[src/rtl/store_buffer_pkg.sv]
// Shared types and constants for the post-commit store buffer.
// Sizes, entry layout and small helpers used by the RTL and the bench.
package store_buffer_pkg;

  localparam int unsigned XLEN       = 32;
  localparam int unsigned SB_ENTRIES = 4;

  typedef logic [XLEN-1:0]                 vaddr_t;
  typedef logic [XLEN-1:0]                 data_t;
  typedef logic [$clog2(SB_ENTRIES)-1:0]   sb_idx_t;
  typedef logic [$clog2(SB_ENTRIES):0]     sb_cnt_t;

  typedef enum logic [1:0] {
    MEM_B = 2'd0,
    MEM_H = 2'd1,
    MEM_W = 2'd2
  } mem_size_t;

  typedef struct packed {
    vaddr_t    addr;
    data_t     data;
    mem_size_t size;
    logic      valid;
  } sb_entry_t;

  function automatic data_t size_data_mask(input mem_size_t size);
    case (size)
      MEM_B:   return 32'h0000_00FF;
      MEM_H:   return 32'h0000_FFFF;
      default: return 32'hFFFF_FFFF;
    endcase
  endfunction

  function automatic logic misaligned(input logic [1:0] offset, input mem_size_t size);
    case (size)
      MEM_B:   return 1'b0;
      MEM_H:   return offset == 2'd3;
      MEM_W:   return offset != 2'd0;
      default: return 1'b1;
    endcase
  endfunction

endpackage

[src/rtl/store_buffer_if.sv]
// Commit, dcache drain and load-probe signals of the store buffer.
// slave: the store buffer itself; master: the core/dcache side.
interface store_buffer_if;
  import store_buffer_pkg::*;

  logic      commit_valid_i;
  vaddr_t    commit_addr_i;
  data_t     commit_data_i;
  mem_size_t commit_size_i;
  logic      full_o;
  logic      empty_o;

  logic      dc_req_valid_o;
  vaddr_t    dc_req_addr_o;
  data_t     dc_req_data_o;
  mem_size_t dc_req_size_o;
  logic      dc_req_ready_i;

  logic      ld_valid_i;
  vaddr_t    ld_addr_i;
  mem_size_t ld_size_i;
  logic      ld_fwd_hit_o;
  data_t     ld_fwd_data_o;
  logic      ld_stall_o;

  modport slave (
    input  commit_valid_i, commit_addr_i, commit_data_i, commit_size_i,
    output full_o, empty_o,
    output dc_req_valid_o, dc_req_addr_o, dc_req_data_o, dc_req_size_o,
    input  dc_req_ready_i,
    input  ld_valid_i, ld_addr_i, ld_size_i,
    output ld_fwd_hit_o, ld_fwd_data_o, ld_stall_o
  );

  modport master (
    output commit_valid_i, commit_addr_i, commit_data_i, commit_size_i,
    input  full_o, empty_o,
    input  dc_req_valid_o, dc_req_addr_o, dc_req_data_o, dc_req_size_o,
    output dc_req_ready_i,
    output ld_valid_i, ld_addr_i, ld_size_i,
    input  ld_fwd_hit_o, ld_fwd_data_o, ld_stall_o
  );
endinterface

[src/rtl/store_buffer_sb_byte_mask.sv]
// Byte-enable mask of an access within its 32-bit word.
// Bit n set means byte n of the word (addr[1:0]==n) is touched.
module sb_byte_mask
  import store_buffer_pkg::*;
(
  input  logic [1:0] offset,
  input  mem_size_t  size,
  output logic [3:0] mask
);

  always_comb begin
    mask = '0;
    case (size)
      MEM_B:   mask = 4'b0001 << offset;
      MEM_H:   mask = 4'b0011 << offset;
      MEM_W:   mask = 4'b1111;
      default: mask = '0;
    endcase
  end

endmodule

[src/rtl/store_buffer.sv]
// Post-commit store buffer: in-order circular queue drained to the dcache,
// with youngest-entry store-to-load forwarding and partial-overlap stall.
module store_buffer
  import store_buffer_pkg::*;
(
  input  logic           clk_i,
  input  logic           rst_i,
  store_buffer_if.slave  sb
);

  sb_entry_t  mem [SB_ENTRIES];
  sb_idx_t    head;
  sb_idx_t    tail;
  sb_cnt_t    count;

  logic       full;
  logic       empty;
  logic       push;
  logic       pop;

  logic [3:0] ent_mask [SB_ENTRIES];
  logic [3:0] ld_mask;
  logic       found;
  sb_idx_t    sel;
  sb_idx_t    idx;
  data_t      word;

  assign full  = (count == sb_cnt_t'(SB_ENTRIES));
  assign empty = (count == '0);
  assign push  = sb.commit_valid_i && !full;
  assign pop   = !empty && sb.dc_req_ready_i;

  assign sb.full_o         = full;
  assign sb.empty_o        = empty;
  assign sb.dc_req_valid_o = !empty;
  assign sb.dc_req_addr_o  = mem[head].addr;
  assign sb.dc_req_data_o  = mem[head].data;
  assign sb.dc_req_size_o  = mem[head].size;

  always_ff @(posedge clk_i or posedge rst_i) begin
    if (rst_i) begin
      head  <= '0;
      tail  <= '0;
      count <= '0;
      for (int unsigned i = 0; i < SB_ENTRIES; i++) begin
        mem[i] <= '0;
      end
    end else begin
      // push and pop never target the same slot: push is blocked when full,
      // pop is blocked when empty
      if (push) begin
        mem[tail] <= '{addr:  sb.commit_addr_i,
                       data:  sb.commit_data_i,
                       size:  sb.commit_size_i,
                       valid: 1'b1};
        tail      <= tail + sb_idx_t'(1);
      end
      if (pop) begin
        mem[head].valid <= 1'b0;
        head            <= head + sb_idx_t'(1);
      end
      case ({push, pop})
        2'b10:   count <= count + sb_cnt_t'(1);
        2'b01:   count <= count - sb_cnt_t'(1);
        default: count <= count;
      endcase
    end
  end

  for (genvar g = 0; g < SB_ENTRIES; g++) begin : g_ent_mask
    sb_byte_mask u_ent_mask (
      .offset (mem[g].addr[1:0]),
      .size   (mem[g].size),
      .mask   (ent_mask[g])
    );
  end

  sb_byte_mask u_ld_mask (
    .offset (sb.ld_addr_i[1:0]),
    .size   (sb.ld_size_i),
    .mask   (ld_mask)
  );

  // Walk from tail-1 back towards head; i==SB_ENTRIES revisits tail, which
  // is only a live entry (the oldest) when the buffer is full.
  always_comb begin
    found = 1'b0;
    sel   = '0;
    idx   = '0;
    for (int unsigned i = 1; i <= SB_ENTRIES; i++) begin
      idx = tail - sb_idx_t'(i);
      if (!found && mem[idx].valid &&
          (mem[idx].addr[XLEN-1:2] == sb.ld_addr_i[XLEN-1:2]) &&
          ((ent_mask[idx] & ld_mask) != '0)) begin
        found = 1'b1;
        sel   = idx;
      end
    end
  end

  always_comb begin
    sb.ld_fwd_hit_o  = 1'b0;
    sb.ld_stall_o    = 1'b0;
    sb.ld_fwd_data_o = '0;
    word             = '0;
    if (sb.ld_valid_i && found) begin
      if ((ent_mask[sel] & ld_mask) == ld_mask) begin
        sb.ld_fwd_hit_o  = 1'b1;
        word             = (mem[sel].data & size_data_mask(mem[sel].size))
                           << {mem[sel].addr[1:0], 3'b000};
        sb.ld_fwd_data_o = (word >> {sb.ld_addr_i[1:0], 3'b000})
                           & size_data_mask(sb.ld_size_i);
      end else begin
        sb.ld_stall_o = 1'b1;
      end
    end
  end

  a_no_push_when_full: assert property (@(posedge clk_i) disable iff (rst_i)
    !(sb.commit_valid_i && full));

  a_commit_aligned: assert property (@(posedge clk_i) disable iff (rst_i)
    sb.commit_valid_i |-> !misaligned(sb.commit_addr_i[1:0], sb.commit_size_i));

  a_load_aligned: assert property (@(posedge clk_i) disable iff (rst_i)
    sb.ld_valid_i |-> !misaligned(sb.ld_addr_i[1:0], sb.ld_size_i));

endmodule
[src/flat_wrapper.sv]
// flat-port wrapper written by rule: the top's interface ports become plain ports
module store_buffer_flat import store_buffer_pkg::*;
  (clk_i, rst_i, sb_commit_valid_i, sb_commit_addr_i, sb_commit_data_i, sb_commit_size_i, sb_full_o, sb_empty_o, sb_dc_req_valid_o, sb_dc_req_addr_o, sb_dc_req_data_o, sb_dc_req_size_o, sb_dc_req_ready_i, sb_ld_valid_i, sb_ld_addr_i, sb_ld_size_i, sb_ld_fwd_hit_o, sb_ld_fwd_data_o, sb_ld_stall_o);
  store_buffer_if sb_i ();
  input  logic clk_i;
  input  logic rst_i;
  input wire logic [$bits(sb_i.commit_valid_i)-1:0] sb_commit_valid_i;
  input wire logic [$bits(sb_i.commit_addr_i)-1:0] sb_commit_addr_i;
  input wire logic [$bits(sb_i.commit_data_i)-1:0] sb_commit_data_i;
  input wire logic [$bits(sb_i.commit_size_i)-1:0] sb_commit_size_i;
  output wire logic [$bits(sb_i.full_o)-1:0] sb_full_o;
  output wire logic [$bits(sb_i.empty_o)-1:0] sb_empty_o;
  output wire logic [$bits(sb_i.dc_req_valid_o)-1:0] sb_dc_req_valid_o;
  output wire logic [$bits(sb_i.dc_req_addr_o)-1:0] sb_dc_req_addr_o;
  output wire logic [$bits(sb_i.dc_req_data_o)-1:0] sb_dc_req_data_o;
  output wire logic [$bits(sb_i.dc_req_size_o)-1:0] sb_dc_req_size_o;
  input wire logic [$bits(sb_i.dc_req_ready_i)-1:0] sb_dc_req_ready_i;
  input wire logic [$bits(sb_i.ld_valid_i)-1:0] sb_ld_valid_i;
  input wire logic [$bits(sb_i.ld_addr_i)-1:0] sb_ld_addr_i;
  input wire logic [$bits(sb_i.ld_size_i)-1:0] sb_ld_size_i;
  output wire logic [$bits(sb_i.ld_fwd_hit_o)-1:0] sb_ld_fwd_hit_o;
  output wire logic [$bits(sb_i.ld_fwd_data_o)-1:0] sb_ld_fwd_data_o;
  output wire logic [$bits(sb_i.ld_stall_o)-1:0] sb_ld_stall_o;
  assign sb_i.commit_valid_i = sb_commit_valid_i;
  assign sb_i.commit_addr_i = sb_commit_addr_i;
  assign sb_i.commit_data_i = sb_commit_data_i;
  assign sb_i.commit_size_i = sb_commit_size_i;
  assign sb_full_o = sb_i.full_o;
  assign sb_empty_o = sb_i.empty_o;
  assign sb_dc_req_valid_o = sb_i.dc_req_valid_o;
  assign sb_dc_req_addr_o = sb_i.dc_req_addr_o;
  assign sb_dc_req_data_o = sb_i.dc_req_data_o;
  assign sb_dc_req_size_o = sb_i.dc_req_size_o;
  assign sb_i.dc_req_ready_i = sb_dc_req_ready_i;
  assign sb_i.ld_valid_i = sb_ld_valid_i;
  assign sb_i.ld_addr_i = sb_ld_addr_i;
  assign sb_i.ld_size_i = sb_ld_size_i;
  assign sb_ld_fwd_hit_o = sb_i.ld_fwd_hit_o;
  assign sb_ld_fwd_data_o = sb_i.ld_fwd_data_o;
  assign sb_ld_stall_o = sb_i.ld_stall_o;
  store_buffer u_core (.clk_i(clk_i), .rst_i(rst_i), .sb(sb_i));
endmodule
[config.mk]
export PLATFORM = sky130hd
export DESIGN_NAME = store_buffer_flat
export DESIGN_NICKNAME = d
export VERILOG_FILES = /design/src/rtl/store_buffer_pkg.sv /design/src/rtl/store_buffer_if.sv /design/src/rtl/store_buffer_sb_byte_mask.sv /design/src/rtl/store_buffer.sv /design/src/flat_wrapper.sv
export SDC_FILE = /design/constraint.sdc
export NUM_CORES = 1
export LEC_CHECK = 0
export ABC_AREA = 1
export CAP_MARGIN = 20
export CORE_ASPECT_RATIO = 2
export CORE_MARGIN = 8
export CORE_UTILIZATION = 30
export CTS_BUF_LIST = sky130_fd_sc_hd__clkbuf_8
export CTS_CLUSTER_SIZE = 40
export DETAILED_ROUTE_END_ITERATION = 16
export GPL_ROUTABILITY_DRIVEN = 0
export PLACE_DENSITY_LB_ADDON = 0.12
export SLEW_MARGIN = 10
export SYNTH_ARGS = -nofsm -noshare
export SYNTH_HDL_FRONTEND = slang
export SYNTH_SLANG_ARGS = --single-unit
[constraint.sdc]
create_clock -name clk_i -period 13.75 [get_ports clk_i]
set_clock_uncertainty 0.15 [all_clocks]
set_input_delay 2.75 -clock clk_i [delete_from_list [all_inputs] [get_ports clk_i]]
set_output_delay 2.75 -clock clk_i [all_outputs]
set_load 0.01 [all_outputs]
# After elaboration in Yosys (flattened, before gate mapping)
# Index checks and enable logic that the tools add are counted.
# totals
reg_bits	275
word_cells	178
# classes
n_addsub	7
magnitude_cmp	8
eq_ne	19
shift	12
n_mux	67
bitwise_logic	13
reduce_logical	33
# ops
operator	count
67-bit binary-select mux with 2-bit select	6
67-bit 2-to-1 mux	11
268-bit bitwise mux	2
268-bit 2-to-1 mux	2
67-bit demux with 2-bit select	2
32-bit 2-to-1 mux	6
32-bit case mux with 2 select lines	2
30-bit == test	4
37-bit 2-to-1 mux	2
32-bit bitwise AND	2
4-bit case mux with 3 select lines	5
4-bit binary-select mux with 2-bit select	5
4-bit 2-to-1 mux	10
32-bit by 5-bit << shifter with 32-bit output	1
32-bit by 5-bit >> shifter with 32-bit output	1
4-bit bitwise AND	5
1-bit by 2-bit << shifter with 4-bit output, first input constant	5
2-bit by 2-bit << shifter with 4-bit output, first input constant	5
3-bit >= comparator, second input constant	6
2-bit inverter with 3-bit output	6
1-bit logical AND	16
4-bit nonzero test	4
2-bit by 1-bit == test with 1-bit output, second input constant	7
2-bit == test, second input constant	6
15 further kinds	38

# Logic depth before layout (Yosys ltp)
# depth
depth_word	38
ltp_mapped	37

# Hierarchy
# From an unflattened synthesis, not the netlist that was laid out.
# unflattened
hier_cells	3585
area_unflattened_um2	21632.0
# modules_own_cells
mod	n_inst	cells_each	area_each_um2	seq_area_each_um2
store_buffer	1	3505	21262.9	6881.6
sb_byte_mask	5	16	73.8	0.0

# Worst setup path after synthesis
# No wires, ideal clock.
# synth_timing
path_kind	input port to output port
startpoint	in sb_ld_addr_i[0]
endpoint	out sb_ld_fwd_data_o[24]
t_arrival_ns	5.597
required_ns	10.850
setup_slack_ns	5.253
stages	28
n_path_buf	4
path_cell_list	buf_2 -> inv_2 -> buf_4 -> nand2_1 -> nand2_1 -> a21oi_1 -> nand3_1 -> nand2_1 -> inv_1 -> nand3_1 -> nand2_1 -> nor2_2 -> nand4_2 -> nand2_2 -> nand2_4 -> nand3_4 -> buf_6 -> nand2_1 -> nand3_1 -> nand2_1 -> nand2_1 -> nand2_1 -> nor2_4 -> nand2_2 -> inv_2 -> nand3_4 -> buf_6 -> nor2_1
# synth_between
elab_chain_len	35
# synth_lines
element	line	rtl
from (decl)	flat_wrapper.sv:19	input wire logic [$bits(sb_i.ld_addr_i)-1:0] sb_ld_addr_i;
2-bit by 2-bit << shifter with 4-bit output or 1-bit by 2-bit << shifter with 4-bit output (tied branches)	store_buffer_sb_byte_mask.sv:15, store_buffer_sb_byte_mask.sv:14	
4-bit case mux with 3 select lines	store_buffer_sb_byte_mask.sv:13	case (size)
4-bit bitwise AND	store_buffer.sv:94	((ent_mask[idx] & ld_mask) != '0)) begin
4-bit nonzero test	store_buffer.sv:94	
1-bit logical AND	store_buffer.sv:93	(mem[idx].addr[XLEN-1:2] == sb.ld_addr_i[XLEN-1:2]) &&
1-bit 2-to-1 mux	store_buffer.sv:92	if (!found && mem[idx].valid &&
1-bit zero test	store_buffer.sv:92	
1-bit logical AND (2 in series)	store_buffer.sv:92	
[18 not listed]	n/a	
32-bit 2-to-1 mux	store_buffer.sv:107	if ((ent_mask[sel] & ld_mask) == ld_mask) begin
32-bit 2-to-1 mux	store_buffer.sv:106	if (sb.ld_valid_i && found) begin
32-bit bitwise AND	store_buffer.sv:109	word = (mem[sel].data & size_data_mask(mem[sel].size))
32-bit by 5-bit << shifter with 32-bit output	store_buffer.sv:109	
32-bit by 5-bit >> shifter with 32-bit output	store_buffer.sv:111	sb.ld_fwd_data_o = (word >> {sb.ld_addr_i[1:0], 3'b000})
32-bit bitwise AND	store_buffer.sv:112	& size_data_mask(sb.ld_size_i);
32-bit 2-to-1 mux	store_buffer.sv:107	
32-bit 2-to-1 mux *	store_buffer.sv:106	
to (decl)	flat_wrapper.sv:22	output wire logic [$bits(sb_i.ld_fwd_data_o)-1:0] sb_ld_fwd_data_o;
# Every way passes the cells marked *; elsewhere a longest branch is shown, timed or not. The select of a mux whose other input is x is not followed.

# Worst setup path in the final report
# layout_timing
startpoint	in sb_ld_addr_i[1]
endpoint	out sb_ld_fwd_data_o[10]
# Same word-level chain as after synthesis.

==> impl_metrics.yaml <==
routing:
  drc_errors: 0
  drt_iter0_drc: 1652
  viasPerCell: 5.27
  drtAntennaViolNets: 0
  wl_mm: 105
  firstDrtPassIters: 6
  wl_per_cell_um: 22.1
  num_vias: 24900
synth:
  synth_area_leader_cell: "dfrtp_1"
  synth-compound-area-share: 0.135
  yosys_most_used_dff: "dfrtp_1"
  syn_area_mm2: 0.0219
  async_flop_share: 1.00
  synth_top_family_by_area: "simple AND/OR/NAND/NOR gates"
  synthesis.nets: 3825
  ys_top_cells_by_area: "dfrtp_1 31%, nand2_1 23%, nand3_1 13%, o21ai_0 9.5%, nor2_1 5.5%"
  yosysSeqAreaShare: 0.314
  yosysUniqueCellTypes: 36
  synth_enable_flop_cells: 0
  synth-xor-area-share: 0.00160
  ys.warnings.count: 0
  yosys.area_share.simple: 0.448
  synth.avg_cell_area_um2: 5.91
  synth_mux_area_frac: 0
  netlist.area_leader.share: 0.314
  synthAdderAreaFrac: 0.00605
  synth_cells: 3710
  ys_ff_latch: 275
timing:
  finalHoldViolCount: 0
  rsz0062_at_grt: "false"
  worstMarginPinSlew_ns: 0.977
  final-setup-viol-count: 0
  setup_tns_ns: 0
  slew_viol_final: 0
  max_freq_mhz: 85.5
  finalCriticalPeriod_ns: 11.69
  finalCritPeriodShare: 0.850
  slew_headroom: 0.349
cells_and_area:
  fin_util: 0.350
  finalNetCount: 3892
  fill_cells: 8286
  areaGrowthSynthToFinish_pct: 15.8
  final_cells: 4734
  drive_above_1_share: 0.0399
  fin_area_mm2: 0.0254
critical_path:
  worstPathMaxFanout: 48
  reg2regPathDepth: 8
  r2r_start: "u_core.tail[0]$_DFFE_PP0P_"
  cp_data_arrival_time_ns: 8.79
  start_kind: "input pin"
  worstSetupPathType: "input pin to output port"
  endpoint_kind: "output port"
  worstPathRequired_ns: 10.85
  r2r_slack_ns: 9.76
placement:
  hpwl_mm: 78.0
  dpl_cell_area_mm2: 0.0244
  placed_cells: 4652
  io_buffers: 207
power_and_ir_drop:
  vdd_drop_max_v: 0.000142
  p_leak_nw: 12.8
  power_density_mw_per_mm2: 290
  p_total_w: 0.00735
clock_tree:
  clockBufferDepth: 3
  cts_root_buf: "clkbuf_8"
  ctsHoldBuffers: 0
  cts_resized: 0
  cts_tree: "yes"
  htreeDepth: 2
  cts_setup_buffers: 0
  clk_latency_ns: 0.67
  clkSinkCount: 275
  clkSlewWorstSetupHoldPaths_ns: 0.06
  numCtsBuffers: 46
worst_hold_path:
  hold_class: "flip-flop to flip-flop"
  min_delay_path_depth: 2
grt:
  grt_use_total: 0.247
  grt_pass1_wl_mm: 156
  grt_overflow: 0
  grt_max_degree: 87
  grt_pass1_vias: 24600
  antenna_found_initial: 2
die:
  die_x_um: 207
  start_util: 0.302
  core-area_mm2: 0.0725
  die_y_um: 398
  pin_count: 208
  die-area_mm2: 0.0825
  rows: 140
run_status:
  outcome: "finished, final reports clean"
run:
  maxCapViolations: 0
## how the worst max path moves through the flow
stage	start	end	slack (ns)	depth (start not counted)
after floorplan	rst_i	async pin	3.27	1
final	sb_ld_addr_i[1]	sb_ld_fwd_data_o[10]	2.06	25
after global routing	sb_ld_addr_i[1]	sb_ld_fwd_data_o[11]	1.48	23
after CTS	sb_ld_addr_i[1]	sb_ld_fwd_data_o[13]	2.03	25
after detailed placement	sb_ld_addr_i[1]	sb_ld_fwd_data_o[5]	2.07	25
after global placement	sb_ld_addr_i[1]	sb_ld_fwd_data_o[5]	2.11	25
## cell usage after synthesis (6+ instances only)
library cell,number
dfrtp_1,275
buf_2,69
o21ai_0,417
o22ai_1,47
o21ai_1,23
inv_1,263
buf_4,12
nand3_1,584
nand2_1,1348
buf_1,17
a21oi_1,82
nand2_2,6
buf_6,10
clkbuf_1,109
inv_2,19
nor2_1,319
ha_1,9
nand4_1,71
## cell usage in the layout, fill, tap and decap left out, types with 3 or more instances in the layout
| cell | count |
|---|---|
| inv_1 | 272 |
| nand2_1 | 1344 |
| dfrtp_1 | 271 |
| nand2_4 | 5 |
| xor2_1 | 3 |
| clkdlybuf4s50_1 | 207 |
| o21ai_1 | 23 |
| clkbuf_8 | 61 |
| nand3_1 | 584 |
| nand2_2 | 6 |
| nor3_1 | 3 |
| o22ai_1 | 46 |
| nor2_1 | 319 |
| nor2_4 | 3 |
| ha_1 | 8 |
| a21oi_1 | 82 |
| clkinv_2 | 7 |
| inv_2 | 17 |
| buf_4 | 29 |
| nand4_1 | 71 |
| o21ai_0 | 417 |
## routing by layer
layer | track usage | part of all wire | vias to the layer above
li1 | - | - | 12200
met1 | 0.242 | 0.35 | 11600
met2 | 0.470 | 0.52 | 790
met3 | 0.0359 | 0.043 | 297
met4 | 0.179 | 0.082 | 2
met5 | 0 | 0.00011 | -
## area by class of cell
cell class	count	area, um2	area share
well taps	923	1150	0.0455
repair buffers	236	2290	0.0902
diodes	1	2.50	0.0000986
clock buffers	61	840	0.0331
inverters	284	1080	0.0426
clock inverters	20	123	0.00483
flip-flops and latches	275	6890	0.272
multi-input cells	2934	13000	0.512
## report_power, final
group	internal, W	switching [W]
combinational	0.00153	0.00341
clock	0.000401	0.000387
sequential	0.00119	0.000435
total	0.00312	0.00423
## logic make-up (layout without fill, tap and decap cells)
kind of cell	count (synthesis)	in the layout
AOI/OAI and AO/OA	575	575
buffers and inverters	501	601
adders and majority gates	10	10
xor gates and xnor gates	4	4
other	0	1
DFF	275	275
and+or+nand+nor	2345	2345
## stage by stage
step	hold slack (ns)	setup WS, ns
floorplan	0.303	3.27
global placement	0.318	2.11
detailed placement	0.323	2.07
CTS	0.337	2.03
global route	0.346	1.48
finish	0.330	2.06
## critical path, cell delays in order
cell	delay, ns
clkdlybuf4s50_1	0.85
inv_1	0.38
nand2_1	0.11
a21oi_1	0.49
o211ai_1	0.18
nand2_1	0.10
inv_1	0.04
nand3_1	0.06
nand2_1	0.11
nor2_2	0.16
nand4_2	0.19
nand2_2	0.14
nand2_4	0.32
nand3_4	0.58
nand2_1	0.10
nand3_1	0.11
nand2_2	0.31
inv_2	0.54
nand3_1	0.20
nand3_1	0.14
nand3_1	0.11
nand2_1	0.11
inv_2	0.04
nor2_1	0.09
clkdlybuf4s50_1	0.55
No activity file was read; power rests on OpenSTA's default activity.
